[src/rtl/music_sequencer_if.sv]
// Control and sound-mux signals between a game-level controller and the music sequencer.
interface music_sequencer_if;
  logic       startSong;
  logic       stopSong;
  logic       loopEnable;
  logic [3:0] musicNote;
  logic       musicPlayRequest;
  logic       songDone;
  logic       busy;

  modport master (
    output startSong, stopSong, loopEnable,
    input  musicNote, musicPlayRequest, songDone, busy
  );

  modport slave (
    input  startSong, stopSong, loopEnable,
    output musicNote, musicPlayRequest, songDone, busy
  );
endinterface

[src/rtl/music_sequencer.sv]
// Background-music source: walks a {note, duration} table on a fixed tick base,
// with optional silent gaps, looping, stop/restart and an end-of-song pulse.
module music_sequencer #(
  parameter int unsigned TICK_CYCLES = 3_150_000,
  parameter int unsigned GAP_TICKS   = 1,
  parameter int unsigned SONG_LEN    = 16,
  parameter logic [SONG_LEN*8-1:0] SONG_ROM =
    (SONG_LEN*8)'(128'h00_F1_84_62_52_32_F1_14_52_32_12_F1_54_34_14_12)
) (
  input logic               clk,
  input logic               resetN,
  music_sequencer_if.slave  bus
);

  localparam int unsigned IW        = $clog2(SONG_LEN + 1);
  localparam int unsigned TW        = (TICK_CYCLES > 1) ? $clog2(TICK_CYCLES) : 1;
  localparam int unsigned GW        = (GAP_TICKS > 1) ? $clog2(GAP_TICKS + 1) : 1;
  localparam int unsigned ROM_DEPTH = 2 ** IW;
  localparam logic [3:0]  REST_NOTE = 4'hF;
  // Zero padding past SONG_LEN reads as end-of-song markers, so lookups never go out of range.
  localparam logic [ROM_DEPTH*8-1:0] ROM_PAD = (ROM_DEPTH*8)'(SONG_ROM);

  typedef enum logic [1:0] {IDLE, NOTE, GAP} state_t;

  state_t          state_q, state_d;
  logic [IW-1:0]   idx_q, idx_d;
  logic [TW-1:0]   tick_q, tick_d;
  logic [3:0]      dur_q, dur_d;
  logic [GW-1:0]   gap_q, gap_d;
  logic [3:0]      note_q, note_d;
  logic            req_q, req_d;
  logic            done_q, done_d;
  logic            busy_q, busy_d;

  logic [7:0]      rom_c [ROM_DEPTH];
  logic            tick_c;
  logic            do_load_c;
  logic [IW-1:0]   load_idx_c;
  logic [7:0]      entry_c;

  always_comb begin
    for (int i = 0; i < ROM_DEPTH; i++) rom_c[i] = ROM_PAD[i*8 +: 8];
  end

  assign tick_c = (state_q != IDLE) && (tick_q == TW'(TICK_CYCLES - 1));

  always_comb begin
    state_d    = state_q;
    idx_d      = idx_q;
    dur_d      = dur_q;
    gap_d      = gap_q;
    note_d     = note_q;
    req_d      = req_q;
    done_d     = 1'b0;
    tick_d     = (state_q == IDLE || tick_c) ? '0 : tick_q + TW'(1);
    do_load_c  = 1'b0;
    load_idx_c = '0;
    entry_c    = 8'h00;

    if (bus.stopSong) begin
      state_d = IDLE;
      idx_d   = '0;
      dur_d   = '0;
      gap_d   = '0;
      tick_d  = '0;
      note_d  = '0;
      req_d   = 1'b0;
    end else if (bus.startSong) begin
      do_load_c  = 1'b1;
      load_idx_c = '0;
    end else begin
      unique case (state_q)
        NOTE: if (tick_c) begin
          if (dur_q == 4'd1) begin
            if (GAP_TICKS > 0) begin
              state_d = GAP;
              gap_d   = GW'(GAP_TICKS);
              note_d  = '0;
              req_d   = 1'b0;
            end else begin
              do_load_c  = 1'b1;
              load_idx_c = idx_q + IW'(1);
            end
          end else begin
            dur_d = dur_q - 4'd1;
          end
        end
        GAP: if (tick_c) begin
          if (gap_q <= GW'(1)) begin
            do_load_c  = 1'b1;
            load_idx_c = idx_q + IW'(1);
          end else begin
            gap_d = gap_q - GW'(1);
          end
        end
        default: ;
      endcase
    end

    // Entry load, folding in end-of-song (table end or zero duration) and looping.
    if (do_load_c) begin
      entry_c = rom_c[load_idx_c];
      if (load_idx_c == IW'(SONG_LEN) || entry_c[3:0] == 4'd0) begin
        if (bus.loopEnable) begin
          load_idx_c = '0;
          entry_c    = rom_c[0];
        end else begin
          done_d = 1'b1;
        end
      end
      if (done_d || entry_c[3:0] == 4'd0) begin
        state_d = IDLE;
        idx_d   = '0;
        dur_d   = '0;
        gap_d   = '0;
        tick_d  = '0;
        note_d  = '0;
        req_d   = 1'b0;
      end else begin
        state_d = NOTE;
        idx_d   = load_idx_c;
        dur_d   = entry_c[3:0];
        gap_d   = '0;
        tick_d  = '0;
        note_d  = (entry_c[7:4] == REST_NOTE) ? 4'h0 : entry_c[7:4];
        req_d   = (entry_c[7:4] != REST_NOTE);
      end
    end

    busy_d = (state_d != IDLE);
  end

  always_ff @(posedge clk or negedge resetN) begin
    if (!resetN) begin
      state_q <= IDLE;
      idx_q   <= '0;
      tick_q  <= '0;
      dur_q   <= '0;
      gap_q   <= '0;
      note_q  <= '0;
      req_q   <= 1'b0;
      done_q  <= 1'b0;
      busy_q  <= 1'b0;
    end else begin
      state_q <= state_d;
      idx_q   <= idx_d;
      tick_q  <= tick_d;
      dur_q   <= dur_d;
      gap_q   <= gap_d;
      note_q  <= note_d;
      req_q   <= req_d;
      done_q  <= done_d;
      busy_q  <= busy_d;
    end
  end

  assign bus.musicNote        = note_q;
  assign bus.musicPlayRequest = req_q;
  assign bus.songDone         = done_q;
  assign bus.busy             = busy_q;

endmodule

[src/flat_wrapper.sv]
// flat-port wrapper written by rule: the top's interface ports become plain ports
module music_sequencer_flat 
#(
  parameter int unsigned TICK_CYCLES = 3_150_000,
  parameter int unsigned GAP_TICKS   = 1,
  parameter int unsigned SONG_LEN    = 16,
  parameter logic [SONG_LEN*8-1:0] SONG_ROM =
    (SONG_LEN*8)'(128'h00_F1_84_62_52_32_F1_14_52_32_12_F1_54_34_14_12)
)
  (clk, resetN, bus_startSong, bus_stopSong, bus_loopEnable, bus_musicNote, bus_musicPlayRequest, bus_songDone, bus_busy);
  music_sequencer_if bus_i ();
  input logic clk;
  input logic resetN;
  input wire logic [$bits(bus_i.startSong)-1:0] bus_startSong;
  input wire logic [$bits(bus_i.stopSong)-1:0] bus_stopSong;
  input wire logic [$bits(bus_i.loopEnable)-1:0] bus_loopEnable;
  output wire logic [$bits(bus_i.musicNote)-1:0] bus_musicNote;
  output wire logic [$bits(bus_i.musicPlayRequest)-1:0] bus_musicPlayRequest;
  output wire logic [$bits(bus_i.songDone)-1:0] bus_songDone;
  output wire logic [$bits(bus_i.busy)-1:0] bus_busy;
  assign bus_i.startSong = bus_startSong;
  assign bus_i.stopSong = bus_stopSong;
  assign bus_i.loopEnable = bus_loopEnable;
  assign bus_musicNote = bus_i.musicNote;
  assign bus_musicPlayRequest = bus_i.musicPlayRequest;
  assign bus_songDone = bus_i.songDone;
  assign bus_busy = bus_i.busy;
  music_sequencer #(.TICK_CYCLES(TICK_CYCLES), .GAP_TICKS(GAP_TICKS), .SONG_LEN(SONG_LEN), .SONG_ROM(SONG_ROM)) u_core (.clk(clk), .resetN(resetN), .bus(bus_i));
endmodule
[config.mk]
export PLATFORM = sky130hd
export DESIGN_NAME = music_sequencer_flat
export DESIGN_NICKNAME = d
export VERILOG_FILES = /design/src/rtl/music_sequencer_if.sv /design/src/rtl/music_sequencer.sv /design/src/flat_wrapper.sv
export SDC_FILE = /design/constraint.sdc
export NUM_CORES = 1
export LEC_CHECK = 0
export ABC_AREA = 1
export CORE_MARGIN = 2
export CORE_UTILIZATION = 50
export CTS_CLUSTER_DIAMETER = 100
export DETAILED_ROUTE_END_ITERATION = 6
export GPL_TIMING_DRIVEN = 0
export HOLD_SLACK_MARGIN = 0.05
export PLACE_DENSITY = 0.74
export SLEW_MARGIN = 20
export SYNTH_ARGS = -nofsm -noshare
export SYNTH_HDL_FRONTEND = slang
export SYNTH_SLANG_ARGS = --single-unit
[constraint.sdc]
create_clock -name clk -period 5.32 [get_ports clk]
set_clock_uncertainty 0.1 [all_clocks]
set_input_delay 1.064 -clock clk [delete_from_list [all_inputs] [get_ports clk]]
set_output_delay 1.064 -clock clk [all_outputs]
set_load 0.02 [all_outputs]
Word level (Yosys, flattened, before mapping)
Memory sizes are Yosys's and may differ from the RTL's.
Index checks and enable logic that the tools add are counted.
{"block": "totals", "register_bits": 41, "mem_bits_ro": 256, "output_inout_bits": 7, "elab_cells": 111, "memories": 1}
{"name": "(name not given)", "words": 32, "word_bits": 8, "rd": 1, "rd_ports_with_merged_regs": 0, "wr": 0, "line_no": "music_sequencer.sv:102", "rtl": "entry_c = rom_c[load_idx_c];"}
{"block": "op_classes", "n_addsub": 4, "order_cmp": 2, "n_eq_ne": 13, "mux": 64, "bitwise": 1, "n_reduce_logical": 17}
{"operator": "$mux W22", "count": 3}
{"operator": "$mux W4", "count": 15}
{"operator": "$mux W5", "count": 10}
{"operator": "$mux W8", "count": 5}
{"operator": "$mux W1", "count": 24}
{"operator": "$add A22 B1 Y22 const B", "count": 1}
{"operator": "$eq A22 B22 Y1 const B", "count": 1}
{"operator": "$mux W2", "count": 6}
{"operator": "$ne A4 B2 Y1 const B", "count": 3}
{"operator": "$reduce_bool A3 Y1", "count": 3}
{"operator": "$logic_not A4 Y1", "count": 2}
{"operator": "$reduce_and A4 Y1", "count": 2}
{"operator": "$ge A6 B6 Y1 const B", "count": 1}
{"operator": "$not A5 Y6", "count": 1}
{"operator": "$reduce_and A6 Y1", "count": 1}
{"operator": "$reduce_bool A2 Y1", "count": 3}
{"operator": "$add A5 B1 Y5 const B", "count": 1}
{"operator": "$eq A5 B5 Y1 const B", "count": 1}
{"operator": "$eq A4 B1 Y1 const B", "count": 1}
{"operator": "$eq A4 B4 Y1 const B", "count": 1}
{"operator": "$ne A4 B3 Y1 const B", "count": 1}
{"operator": "$ne A4 B4 Y1 const B", "count": 1}
{"operator": "$reduce_bool A4 Y1", "count": 1}
{"operator": "$sub A4 B1 Y4 const B", "count": 1}
{"operator": "other kinds (10)", "count": 12}

Logic depth before layout (Yosys ltp)
{"block": "logic_depth", "word_depth": 19, "depth_mapped": 19}

Worst setup path before layout
No wires, ideal clock.
{"block": "synth_timing", "kind": "input to register", "start": "input port bus_startSong", "end": "register u_core.note_q[3] (netlist: u_core.bus.musicNote[3])", "setup_time_ps": 117, "arrival_time_ps": 2527, "setup_slack_ps": 2575, "path_stages": 13, "path_buffers": 0, "path_cell_list": "inv_1 nand2_1 inv_1 nand3_1 ha_1 o211ai_1 nand2_1 nand2_2 nand3_4 nor2_1 nor2_1 nand3_1 nand2_1"}
{"block": "synth_via", "elab_chain_len": 14, "elab_cells_between_ends": 27, "classes_between": "3 x eq/ne; 14 x mux; 1 x bitwise; 8 x reduce/logical; 1 x memory"}
{"element": "start, declared", "line_no": "flat_wrapper.sv:14", "rtl": "input wire logic [$bits(bus_i.startSong)-1:0] bus_startSong;"}
{"element": "$mux W5", "line_no": "music_sequencer.sv:68", "rtl": "end else if (bus.startSong) begin"}
{"element": "$mux W5", "line_no": "music_sequencer.sv:60", "rtl": "if (bus.stopSong) begin"}
{"element": "$not A5 Y6 (implied by the code)", "line_no": "music_sequencer.sv:102"}
{"element": "$mem_v2 Z32 W8"}
{"element": "$mux W8 (implied by the code) (2 in series)", "line_no": "music_sequencer.sv:102"}
{"element": "$logic_not A4 Y1", "line_no": "music_sequencer.sv:103", "rtl": "if (load_idx_c == IW'(SONG_LEN) || entry_c[3:0] == 4'd0) begin"}
{"element": "$logic_or A1 B1 Y1", "line_no": "music_sequencer.sv:103"}
{"element": "$mux W8", "line_no": "music_sequencer.sv:103"}
{"element": "$mux W8", "line_no": "music_sequencer.sv:101", "rtl": "if (do_load_c) begin"}
{"element": "$eq A4 B4 Y1 or $logic_not A4 Y1 (tied branches)", "line_no": "music_sequencer.sv:125, music_sequencer.sv:111"}
{"element": "$mux W4 or $logic_or A1 B1 Y1 (tied branches)", "line_no": "music_sequencer.sv:125, music_sequencer.sv:111"}
{"element": "$mux W4", "line_no": "music_sequencer.sv:111", "rtl": "if (done_d || entry_c[3:0] == 4'd0) begin"}
{"element": "$mux W4", "line_no": "music_sequencer.sv:101"}
{"element": "end signal, assigned", "line_no": "music_sequencer.sv:150", "rtl": "note_q <= note_d;"}
{"element": "end, declared", "line_no": "music_sequencer.sv:30", "rtl": "logic [3:0] note_q, note_d;"}
Parallel ways exist; a longest one is shown, timed or not. The select of a mux whose other input is x is not followed.
A chain may end at the register's enable or synchronous reset.

Worst setup path after layout
{"block": "layout_timing", "start": "input port bus_startSong", "end": "register u_core.note_q[1] (netlist: u_core.bus.musicNote[1])"}
Same word-level chain as after synthesis.

==> impl_metrics.env <==
export IMPL_status="finished clean"
export IMPL_cts_sink_count=40
export IMPL_preCtsSetupSlack_ps=1780
export IMPL_fin_tns_setup_ps=0
export IMPL_grt_max_degree=23
export IMPL_synth_edf_count=0
export IMPL_wirelength_mm=5.34
export IMPL_grt_use_total_pct=21.2
export IMPL_rsz0062_at_grt="false"
export IMPL_min_period_ps=3260
export IMPL_cpMostUsedCell="nand2_1"
export IMPL_start_kind="primary input"
export IMPL_ys_seq_area_share_pct=38.9
export IMPL_drtPass1Iterations=6
export IMPL_final_layout_size_suffix_gt1_share_pct=12.8
export IMPL_syn_area_per_cell_um2=7.61
export IMPL_dieArea_um2=5740
export IMPL_hold_buffers=0
export IMPL_total_power_uw=563
export IMPL_setup_viol=0
export IMPL_synth_seq_cells=40
export IMPL_clk_pin_slew_ps=70
export IMPL_row_count=26
export IMPL_crit_type="in2reg"
export IMPL_synth_area_um2=2570
export IMPL_cts_resized=0
export IMPL_yosysUniqueCellTypes=36
export IMPL_syn_nets=352
export IMPL_hold_viol=0
export IMPL_drt_iter0_drc=132
export IMPL_synth_cells=338
export IMPL_crit_chain="clkdlybuf4s50_1 -> inv_1 -> nand2_1 -> nor2_1 -> nand2_1 -> inv_1 -> ha_1 -> o211ai_1 -> nand2_1 -> nand2_2 -> nand3_4 -> nor2_1 -> nor2_1 -> nand3_1 -> nand2_1"
export IMPL_worstMarginPinSlew_ps=544
export IMPL_grt_pass1_vias=2058
export IMPL_worstPathRequired_ps=5400
export IMPL_cts_buffer_depth=2
export IMPL_dpl_hpwl_mm=4.16
export IMPL_ys_warn_count=0
export IMPL_cp_arrival_ps=3340
export IMPL_cpPeakStageDelay_ps=500
export IMPL_overflow=0
export IMPL_cap_violations=0
export IMPL_hold_path_class="reg2reg"
export IMPL_nets=371
export IMPL_ys_flop_type="dfrtp_1"
export IMPL_numCtsBuffers=5
export IMPL_grt_pass1_wl_mm=9.26
export IMPL_wl_per_cell_um=12.5
export IMPL_antennaDiodeCount=0
export IMPL_leakagePower_uw=0.00135
export IMPL_core_area_um2=5040
export IMPL_power_density_nw_per_um2=195
export IMPL_viasPerCell=5.14
export IMPL_max_slew_margin_pct=63.7
export IMPL_yosys_area_top_type="dfrtp_1"
export IMPL_io_pins=12
export IMPL_synth_top_cells_by_area="dfrtp_1 39%, nand2_1 9.8%, nor2_1 7.7%, nand3_1 5.6%, inv_1 5.5%"
export IMPL_final_area_um2=2890
export IMPL_cts_setup_buffers=0
export IMPL_cts_htree_levels=2
export IMPL_start_util_pct=51.0
export IMPL_die_h_um=75.7
export IMPL_async_reset_ff_share_pct=100
export IMPL_cp_max_fo=6
export IMPL_gp_congestion=0.881
export IMPL_clk_latency_ps=300
export IMPL_finalMaxSlewViolations=0
export IMPL_fin_util_pct=57.2
export IMPL_antenna_found_initial=0
export IMPL_cts_root_buffer="clkbuf_8"
export IMPL_via_count=2201
export IMPL_setup_ws_ps=2060
export IMPL_timing_fmax_mhz=307
export IMPL_drc=0
export IMPL_syn_to_final_growth_pct=12.2
export IMPL_port_buffers=11
export IMPL_tritoncts="yes"
export IMPL_max_vdd_ir_drop_mv=0.125
export IMPL_drtAntennaViolNets=0
export IMPL_timing_final_crit_share_pct=61.2
export IMPL_endpoint_kind="flip-flop"
export IMPL_placed_area_um2=2790
export IMPL_dieWidth_um=75.7
export IMPL_cpMaxStageDelayCell="clkdlybuf4s50_1"
export IMPL_synth_top_cell_area_share_pct=38.9
## Yosys cell counts, types with 4 or more instances
cell type	n
nand2_1	67
nor2_1	53
dfrtp_1	40
inv_1	38
nand3_1	29
o21ai_0	11
a21oi_1	10
nor3_1	10
ha_1	9
nand4_1	7
nor2_2	7
inv_2	6
xor2_1	6
nand2_2	4
nor2_4	4
nor3_2	4
## placed cells by master (no fill, tap or decap), types with 2 or more instances in the layout
| cell | instances |
|---|---|
| nand4_1 | 7 |
| nand3_2 | 3 |
| nor2_1 | 53 |
| xor2_1 | 6 |
| ha_1 | 9 |
| clkdlybuf4s50_1 | 10 |
| clkinv_2 | 2 |
| nand3_4 | 2 |
| nand2_2 | 4 |
| nor2_8 | 2 |
| a211oi_1 | 2 |
| o22ai_1 | 2 |
| nor2_4 | 4 |
| nand3_1 | 29 |
| nor3_1 | 10 |
| inv_2 | 6 |
| o211ai_1 | 3 |
| nor3_2 | 4 |
| a31oi_1 | 2 |
| dfrtp_1 | 40 |
| a21oi_1 | 10 |
| nor4_1 | 3 |
| xnor2_1 | 2 |
| nor2_2 | 7 |
| nand2_1 | 67 |
| o21ai_0 | 11 |
| clkinv_1 | 2 |
| clkbuf_8 | 6 |
| inv_1 | 38 |
## logic make-up (layout without fill, tap and decap cells)
kind of cell	after synthesis	in the layout	synth area share, %
flops	40	40	38.9
xor+xnor	8	8	2.72
buf+inv	47	67	7.00
simple gates	202	202	39.9
fa+ha+maj	9	9	4.38
compound gates	32	32	7.15
## state kept, by name, indices dropped and copies added (netlist names)
signal                       count
u_core.idx_q                     5
u_core.state_q                   2
u_core.bus.songDone              1
u_core.dur_q                     4
u_core.bus.musicNote             4
u_core.tick_q                   22
u_core.bus.musicPlayRequest      1
u_core.bus.busy                  1
## worst max-delay path, delay by kind of cell
kind | cells | cell delay [ps]
adders and majority gates | 1 | 230
and+or+nand+nor | 10 | 1170
AOI/OAI and AO/OA | 1 | 170
buffers and inverters | 3 | 690
## path summary, 6_finish.rpt
| path | start | to | slack, ps | cells after the start |
|---|---|---|---|---|
| max | bus_startSong | u_core.bus.musicNote[1] | 2060 | 15 |
| min | u_core.tick_q[0] | u_core.tick_q[0] | 370 | 1 |
| max reg2reg | u_core.tick_q[0] | u_core.bus.musicNote[1] | 2460 | 15 |
| min reg2reg | u_core.tick_q[0] | u_core.tick_q[0] | 370 | 1 |
| max in group asynchronous | resetN | u_core.bus.musicNote[2] | 3990 | 2 |
| min in group asynchronous | resetN | u_core.idx_q[0] | 640 | 1 |
## where the power goes
group          internal, uW  switching, uW
clock                   104            107
combinational          14.8           25.8
sequential              308           3.51
## per-layer routing
| metal | share of wire (%) | GRT usage [%] | vias up |
|---|---|---|---|
| met5 | 0 | 0 | - |
| met4 | 1.3 | 6.43 | 0 |
| met3 | 2.8 | 4.50 | 9 |
| met2 | 46 | 33.1 | 30 |
| met1 | 50 | 29.5 | 1029 |
| li1 | - | - | 1133 |
## area by class of cell
| class | count | area (um^2) |
|---|---|---|
| fill | 477 | 2160 |
| multi-input combinational | 251 | 1390 |
| sequential | 40 | 1000 |
| inverter | 46 | 173 |
| timing repair buffer | 12 | 133 |
| tap | 70 | 87.6 |
| clock buffer | 6 | 82.6 |
| clock inverter | 2 | 10.0 |
| buffer | 1 | 7.51 |
## through the flow
stage,instances,hold slack [ps]
6_report,428,370
5_1_grt,428,417
4_1_cts,428,374
3_5_place_dp,420,364
3_3_place_gp,419,352
2_1_floorplan,338,331
(Power assumes the default switching activity.)
